### config.mk
export PLATFORM = sky130hd
export DESIGN_NAME = morse_signal_gen_flat
export DESIGN_NICKNAME = d
export VERILOG_FILES = /design/src/rtl/morse_signal_gen_if.sv /design/src/rtl/morse_signal_gen.sv /design/src/flat_wrapper.sv
export SDC_FILE = /design/constraint.sdc
export NUM_CORES = 1
export LEC_CHECK = 0
export CAP_MARGIN = 20
export CORE_ASPECT_RATIO = 1.2
export CORE_MARGIN = 1.5
export CORE_UTILIZATION = 55
export CTS_CLUSTER_SIZE = 14
export DETAILED_ROUTE_END_ITERATION = 10
export DONT_BUFFER_PORTS = 1
export PLACE_DENSITY_LB_ADDON = 0.1
export SETUP_SLACK_MARGIN = 0.3
export SYNTH_ARGS = -nofsm -noshare
export SYNTH_HDL_FRONTEND = slang
export SYNTH_SLANG_ARGS = --single-unit
export TNS_END_PERCENT = 30
### constraint.sdc
create_clock -name clk -period 15.75 [get_ports clk]
set_input_delay 2.3625 -clock clk [delete_from_list [all_inputs] [get_ports clk]]
set_output_delay 2.3625 -clock clk [all_outputs]
set_load 0.02 [all_outputs]
### src/rtl/morse_signal_gen_if.sv
// Signal bundle between the tick/enable source and the Morse pattern generator.
interface morse_signal_gen_if;
  logic       tick_10ms;
  logic       enable;
  logic [2:0] word_sel;
  logic       mos_code_signal;
  logic [2:0] letter_idx;
  logic       word_done;

  modport master (
    output tick_10ms, enable, word_sel,
    input  mos_code_signal, letter_idx, word_done
  );

  modport slave (
    input  tick_10ms, enable, word_sel,
    output mos_code_signal, letter_idx, word_done
  );
endinterface

### src/rtl/morse_signal_gen.sv
// Serial Morse on/off pattern for the buzzer, spelling one of eight 5-letter words repeatedly.
// Define MORSE_RELOAD_EN to re-latch word_sel at every word-gap expiry.
module morse_signal_gen #(
  parameter int unsigned DOT_TICKS = 20
) (
  input logic               clk,
  input logic               rst,
  morse_signal_gen_if.slave bus
);

  typedef enum logic [1:0] {StIdle, StMark, StSpace, StWordGap} state_e;

  localparam logic [7:0] Unit1 = 8'(DOT_TICKS);
  localparam logic [7:0] Unit3 = 8'(3 * DOT_TICKS);
  localparam logic [7:0] Unit7 = 8'(7 * DOT_TICKS);

  // Letter code, A = 0.
  function automatic logic [4:0] word_char(input logic [2:0] w, input logic [2:0] idx);
    logic [39:0] s;
    logic [7:0]  c;
    case (w)
      3'd0: s = "SHELL";
      3'd1: s = "HALLS";
      3'd2: s = "SLICK";
      3'd3: s = "TRICK";
      3'd4: s = "BOXES";
      3'd5: s = "LEAKS";
      3'd6: s = "BRICK";
      3'd7: s = "FLICK";
    endcase
    case (idx)
      3'd0:    c = s[39:32];
      3'd1:    c = s[31:24];
      3'd2:    c = s[23:16];
      3'd3:    c = s[15:8];
      default: c = s[7:0];
    endcase
    return 5'(c - 8'h41);
  endfunction

  // {length, pattern}; pattern bit 3 is the first symbol, 1 = dash.
  function automatic logic [6:0] morse_code(input logic [4:0] ch);
    case (ch)
      5'd0:    return {3'd2, 4'b0100};  // A
      5'd1:    return {3'd4, 4'b1000};  // B
      5'd2:    return {3'd4, 4'b1010};  // C
      5'd3:    return {3'd3, 4'b1000};  // D
      5'd4:    return {3'd1, 4'b0000};  // E
      5'd5:    return {3'd4, 4'b0010};  // F
      5'd6:    return {3'd3, 4'b1100};  // G
      5'd7:    return {3'd4, 4'b0000};  // H
      5'd8:    return {3'd2, 4'b0000};  // I
      5'd9:    return {3'd4, 4'b0111};  // J
      5'd10:   return {3'd3, 4'b1010};  // K
      5'd11:   return {3'd4, 4'b0100};  // L
      5'd12:   return {3'd2, 4'b1100};  // M
      5'd13:   return {3'd2, 4'b1000};  // N
      5'd14:   return {3'd3, 4'b1110};  // O
      5'd15:   return {3'd4, 4'b0110};  // P
      5'd16:   return {3'd4, 4'b1101};  // Q
      5'd17:   return {3'd3, 4'b0100};  // R
      5'd18:   return {3'd3, 4'b0000};  // S
      5'd19:   return {3'd1, 4'b1000};  // T
      5'd20:   return {3'd3, 4'b0010};  // U
      5'd21:   return {3'd4, 4'b0001};  // V
      5'd22:   return {3'd3, 4'b0110};  // W
      5'd23:   return {3'd4, 4'b1001};  // X
      5'd24:   return {3'd4, 4'b1011};  // Y
      5'd25:   return {3'd4, 4'b1100};  // Z
      default: return {3'd1, 4'b0000};
    endcase
  endfunction

  state_e     state_q, state_d;
  logic [2:0] word_q, word_d;
  logic [2:0] letter_q, letter_d;
  logic [1:0] sym_q, sym_d;
  logic [7:0] cnt_q, cnt_d;
  logic       mos_q, done_q, done_d;

  logic [6:0] code;
  logic       is_dash, last_sym, last_letter, expire;
  logic [7:0] dur;

  assign code        = morse_code(word_char(word_q, letter_q));
  assign is_dash     = code[2'd3 - sym_q];
  assign last_sym    = ({1'b0, sym_q} == code[6:4] - 3'd1);
  assign last_letter = (letter_q == 3'd4);
  assign expire      = bus.tick_10ms && (cnt_q == dur - 8'd1);

  always_comb begin
    dur = Unit1;
    unique case (state_q)
      StMark:    dur = is_dash ? Unit3 : Unit1;
      StSpace:   dur = last_sym ? Unit3 : Unit1;
      StWordGap: dur = Unit7;
      default:   dur = Unit1;
    endcase
  end

  always_comb begin
    state_d  = state_q;
    word_d   = word_q;
    letter_d = letter_q;
    sym_d    = sym_q;
    done_d   = 1'b0;
    if (!bus.enable) begin
      // Dropping enable wins over any expiry in the same cycle.
      state_d  = StIdle;
      letter_d = 3'd0;
      sym_d    = 2'd0;
    end else begin
      unique case (state_q)
        StIdle: begin
          state_d  = StMark;
          word_d   = bus.word_sel;
          letter_d = 3'd0;
          sym_d    = 2'd0;
        end
        StMark: begin
          if (expire) state_d = (last_sym && last_letter) ? StWordGap : StSpace;
        end
        StSpace: begin
          if (expire) begin
            state_d = StMark;
            if (last_sym) begin
              letter_d = letter_q + 3'd1;
              sym_d    = 2'd0;
            end else begin
              sym_d = sym_q + 2'd1;
            end
          end
        end
        StWordGap: begin
          if (expire) begin
            state_d  = StMark;
            letter_d = 3'd0;
            sym_d    = 2'd0;
            done_d   = 1'b1;
`ifdef MORSE_RELOAD_EN
            word_d   = bus.word_sel;
`else
            word_d   = word_q;
`endif
          end
        end
        default: state_d = StIdle;
      endcase
    end

    if (state_d != state_q || state_d == StIdle) begin
      cnt_d = 8'd0;
    end else if (bus.tick_10ms) begin
      cnt_d = cnt_q + 8'd1;
    end else begin
      cnt_d = cnt_q;
    end
  end

  always_ff @(posedge clk or negedge rst) begin
    if (!rst) begin
      state_q  <= StIdle;
      word_q   <= 3'd0;
      letter_q <= 3'd0;
      sym_q    <= 2'd0;
      cnt_q    <= 8'd0;
      mos_q    <= 1'b0;
      done_q   <= 1'b0;
    end else begin
      state_q  <= state_d;
      word_q   <= word_d;
      letter_q <= letter_d;
      sym_q    <= sym_d;
      cnt_q    <= cnt_d;
      mos_q    <= (state_d == StMark);
      done_q   <= done_d;
    end
  end

  assign bus.mos_code_signal = mos_q;
  assign bus.letter_idx      = letter_q;
  assign bus.word_done       = done_q;

endmodule
### src/flat_wrapper.sv
// flat-port wrapper written by rule: the top's interface ports become plain ports
module morse_signal_gen_flat 
#(
  parameter int unsigned DOT_TICKS = 20
)
  (clk, rst, bus_tick_10ms, bus_enable, bus_word_sel, bus_mos_code_signal, bus_letter_idx, bus_word_done);
  morse_signal_gen_if bus_i ();
  input logic clk;
  input logic rst;
  input wire logic [$bits(bus_i.tick_10ms)-1:0] bus_tick_10ms;
  input wire logic [$bits(bus_i.enable)-1:0] bus_enable;
  input wire logic [$bits(bus_i.word_sel)-1:0] bus_word_sel;
  output wire logic [$bits(bus_i.mos_code_signal)-1:0] bus_mos_code_signal;
  output wire logic [$bits(bus_i.letter_idx)-1:0] bus_letter_idx;
  output wire logic [$bits(bus_i.word_done)-1:0] bus_word_done;
  assign bus_i.tick_10ms = bus_tick_10ms;
  assign bus_i.enable = bus_enable;
  assign bus_i.word_sel = bus_word_sel;
  assign bus_mos_code_signal = bus_i.mos_code_signal;
  assign bus_letter_idx = bus_i.letter_idx;
  assign bus_word_done = bus_i.word_done;
  morse_signal_gen #(.DOT_TICKS(DOT_TICKS)) u_core (.clk(clk), .rst(rst), .bus(bus_i));
endmodule
==> results by group <==
STA
  • Worst-Margin Slew: between 1 and 1.5 ns
  • Final worst path period share: between 40% and 50%
  • Setup_tns: 0 ns
  • Final period demand of the worst path: around 6.4 ns
  • Max-slew violation count: 0
  • Slew HR: just under 30%
  • Clock skew: 0.00836 ns
  • Setup Viol. Count Final: 0
  • Final Hold Viols: 0
  • Final worst slack: just over 9 ns
  • Achievable frequency: roughly 0.16 GHz
  • RSZ-0062 raised after global routing: false

Finish
  • Register area: between 500 and 600 um2
  • P&R area growth vs syn: 1.50%
  • Final core utilization: between 50% and 60%
  • Fill cell count: around 420
  • Nets: about 310
  • Ratio of cells with drive above 1 in the final layout: roughly 7.7%
  • Ant. Diodes: 0
  • Multi-input logic area: 0.00184 mm2

Min path
  • Worst hold path depth: 2
  • HP Start: u_core.cnt_q[0]
  • Worst Hold End: u_core.cnt_q[0]
  • Min-delay worst type: reg2reg

Worst setup path
  • Req. time, crit path: ~16 ns
  • Reg2reg start: u_core.bus.letter_idx[2]
  • CP Max Fanout: 15
  • Worst path buffer plus inverter count: 5
  • CP endpoint kind: flop
  • Crit-path max cell delay: ~0.75 ns
  • Crit-path cells: inv_2 > ha_1 > inv_1 > o32a_1 > nand4_1 > inv_1 > ha_1 > inv_1 > or3_1 > xnor2_1 > nor2_1 > a21oi_1 > ha_1 > inv_1 > and3_1 > or4_1 > and3_1 > a211oi_4 > nand2b_4 > and4_1
  • Worst setup SP type: flop
  • Top delay family on crit path: simple AND/OR/NAND/NOR gates
  • Slowest cell on crit path: xnor2_1
  • CP most frequent cell: inv_1
  • Arrival @ worst endpoint: between 6 and 7 ns
  • Flop-to-flop setup slack: roughly 9.3 ns
  • Critical path type: reg2reg
  • RR Endpoint: u_core.bus.word_done
  • Reg2Reg Depth: 20

Logic synthesis
  • Syn Inst Count: roughly 300
  • Register area share after synthesis: about a fifth
  • Mapped Area: approximately 0.0025 mm2
  • FF+latch count, synth: 20
  • Post-synth cell types: 78
  • Dominant cells by area after synthesis: dfrtp_1 20%, ha_1 10%, nor3_1 3.6%
  • Ys async rst share: 100%
  • Syn avg cell area: about 8.5 um2
  • Top-area cell type share of the netlist area: about a fifth
  • Area leader, netlist: dfrtp_1
  • Ys Warns: 0
  • Post-synth top cells: 20 x dfrtp_1, 20 x ha_1, 18 x nand2_1, 18 x nor3_1, 15 x nor2_1
  • Number of synthesized flops with an enable pin: 0
  • Primary FF master, synth: dfrtp_1
  • Synth Net Count: about 320

Die
  • Die width: about 65 um
  • Initial Util: between 50% and 60%
  • Die area: 0.00496 mm2
  • Ports: 12
  • Rows: 26
  • Die extent in y: 76.8 um
  • Core Region: 0.00429 mm2

Routing
  • Wirelength per Cell: about 17 um
  • DRC: 0
  • Router iterations before antenna repair: 4
  • Routed Antenna Nets: 0
  • Via density: 6.60
  • Initial DRC count: 234
  • Routed wire length: around 5700 um
  • Number of vias in the routed layout: 2244

Power
  • Maximum vdd drop: 0.0000735 V
  • Cell Pwr Density: 84.4 mW/mm2
  • LEAKAGE: 0.989 nW

GRT
  • Largest net degree at the start of global routing: 25
  • Global-route wire length before repair: ~9700 um
  • GRT overflow: 0
  • GR Util All Layers: 24.0%
  • Initial antenna violation count: 0
  • Vias in the first global route: 2146

Placed design
  • DP Wirelength: about 4300 um
  • Post-Place Setup Slack: roughly 9.4 ns
  • Final GP Congestion: 0.893
  • Port Buffers: 0

Clocking
  • TritonCTS clock tree: yes
  • # resized after CTS: 0
  • Clock Sinks: 20
  • Post-CTS Hold Fix Bufs: 0
  • Max clock buf depth: 2
  • Max H-tree Level: 1
  • Clock Latency Late Sink: between 0.2 and 0.3 ns
  • Inserted Clock Buffers: 3
  • CTS clk-pin slew, worst paths: ~0.080 ns
  • Postcts setup bufs: 0
  • Root Driver: clkbuf_8

Run status
  • Status: completed

Run
  • Max-cap violations: 0
[sequential cells by signal (all words and copies together) (netlist names)]
name / count
u_core.bus.mos_code_signal: 1
u_core.cnt_q: 8
u_core.sym_q: 2
u_core.word_q: 3
u_core.state_q: 2
u_core.bus.word_done: 1
u_core.bus.letter_idx: 3
[worst max-delay path by stage]
| stage | startpoint | end | slack (ns) | cells after the start |
|---|---|---|---|---|
| 2_1_floorplan | u_core.bus.letter_idx[2] | u_core.sym_q[0] | 10.60 | 25 |
| 3_3_place_gp | u_core.bus.letter_idx[2] | u_core.bus.word_done | 9.59 | 19 |
| 3_5_place_dp | u_core.bus.letter_idx[2] | u_core.bus.word_done | 9.43 | 19 |
| 4_1_cts | u_core.bus.letter_idx[2] | u_core.bus.word_done | 9.40 | 20 |
| 5_1_grt | u_core.bus.letter_idx[2] | u_core.bus.word_done | 8.75 | 20 |
| 6_report | u_core.bus.letter_idx[2] | u_core.bus.word_done | 9.32 | 20 |
[kinds of logic (layout without fill, tap and decap cells)]
| group | after synthesis | count (layout) | share of synthesized area, % |
|---|---|---|---|
| and+or+nand+nor | 122 | 122 | 27.9 |
| AOI/OAI and AO/OA | 80 | 80 | 26.5 |
| buffers and inverters | 30 | 19 | 6.46 |
| adders and majority gates | 20 | 20 | 10.0 |
| DFF | 20 | 20 | 20.0 |
| xor gates and xnor gates | 14 | 14 | 4.91 |
| muxes | 9 | 9 | 4.16 |
[metal layers]
layer | track usage [%] | up-vias | part of all wire [%]
li1 | - | 1102 | -
met1 | 30.7 | 1075 | 45
met2 | 41.1 | 56 | 50
met3 | 2.20 | 11 | 3.3
met4 | 9.36 | 0 | 2.0
met5 | 0 | - | 0
[per-stage QoR]
| step | hold WS, ns | std cells | instance area (um2) | power, W |
|---|---|---|---|---|
| final | 0.616 | 340 | 2530 | 0.000214 |
| after global routing | 0.662 | 340 | 2530 | 0.000229 |
| after CTS | 0.614 | 339 | 2530 | 0.000214 |
| after detailed placement | 0.593 | 335 | 2460 | 0.000161 |
| after global placement | 0.598 | 335 | 2460 | 0.000162 |
| after floorplan | 0.565 | 295 | 2500 | 0.000150 |
[power breakdown]
group / internal (W) / total, W / switching, W
registers: 0.0000527 / 0.0000571 / 0.00000440
clock network: 0.0000339 / 0.0000512 / 0.0000172
logic: 0.0000415 / 0.000106 / 0.0000642
[area by class of cell]
cell class                 count  area share (%)
clock buffer                   3            1.63
clock inverter                 1            1.18
inverter                      14            2.07
multi-input combinational    245            72.4
sequential                    20            19.7
tap                           56            2.76
timing repair buffer           1           0.197
[worst min-delay path: cells and delay by family, from the launching register on]
kind	cells	cell delay, ns
xor+xnor	1	0.13
flops	1	0.41
simple gates	1	0.04
[cells in the final DEF (no fill, tap or decap), drive strengths merged, types with 3 or more instances in the layout]
cell type / count
nor2b: 10
o22ai: 3
mux2i: 7
or3: 4
clkbuf: 3
ha: 20
or2: 3
nor4: 4
xor2: 7
o211ai: 6
o311ai: 4
nand2: 18
inv: 14
dfrtp: 20
nor2: 15
and4: 3
and3: 7
o21ai: 15
xnor2: 7
nand3: 14
or4: 3
nor3: 18
a21oi: 11
nand4: 5
a311oi: 4
a211oi: 6
nand2b: 10
Note: power is estimated with default switching activity, not from simulation.
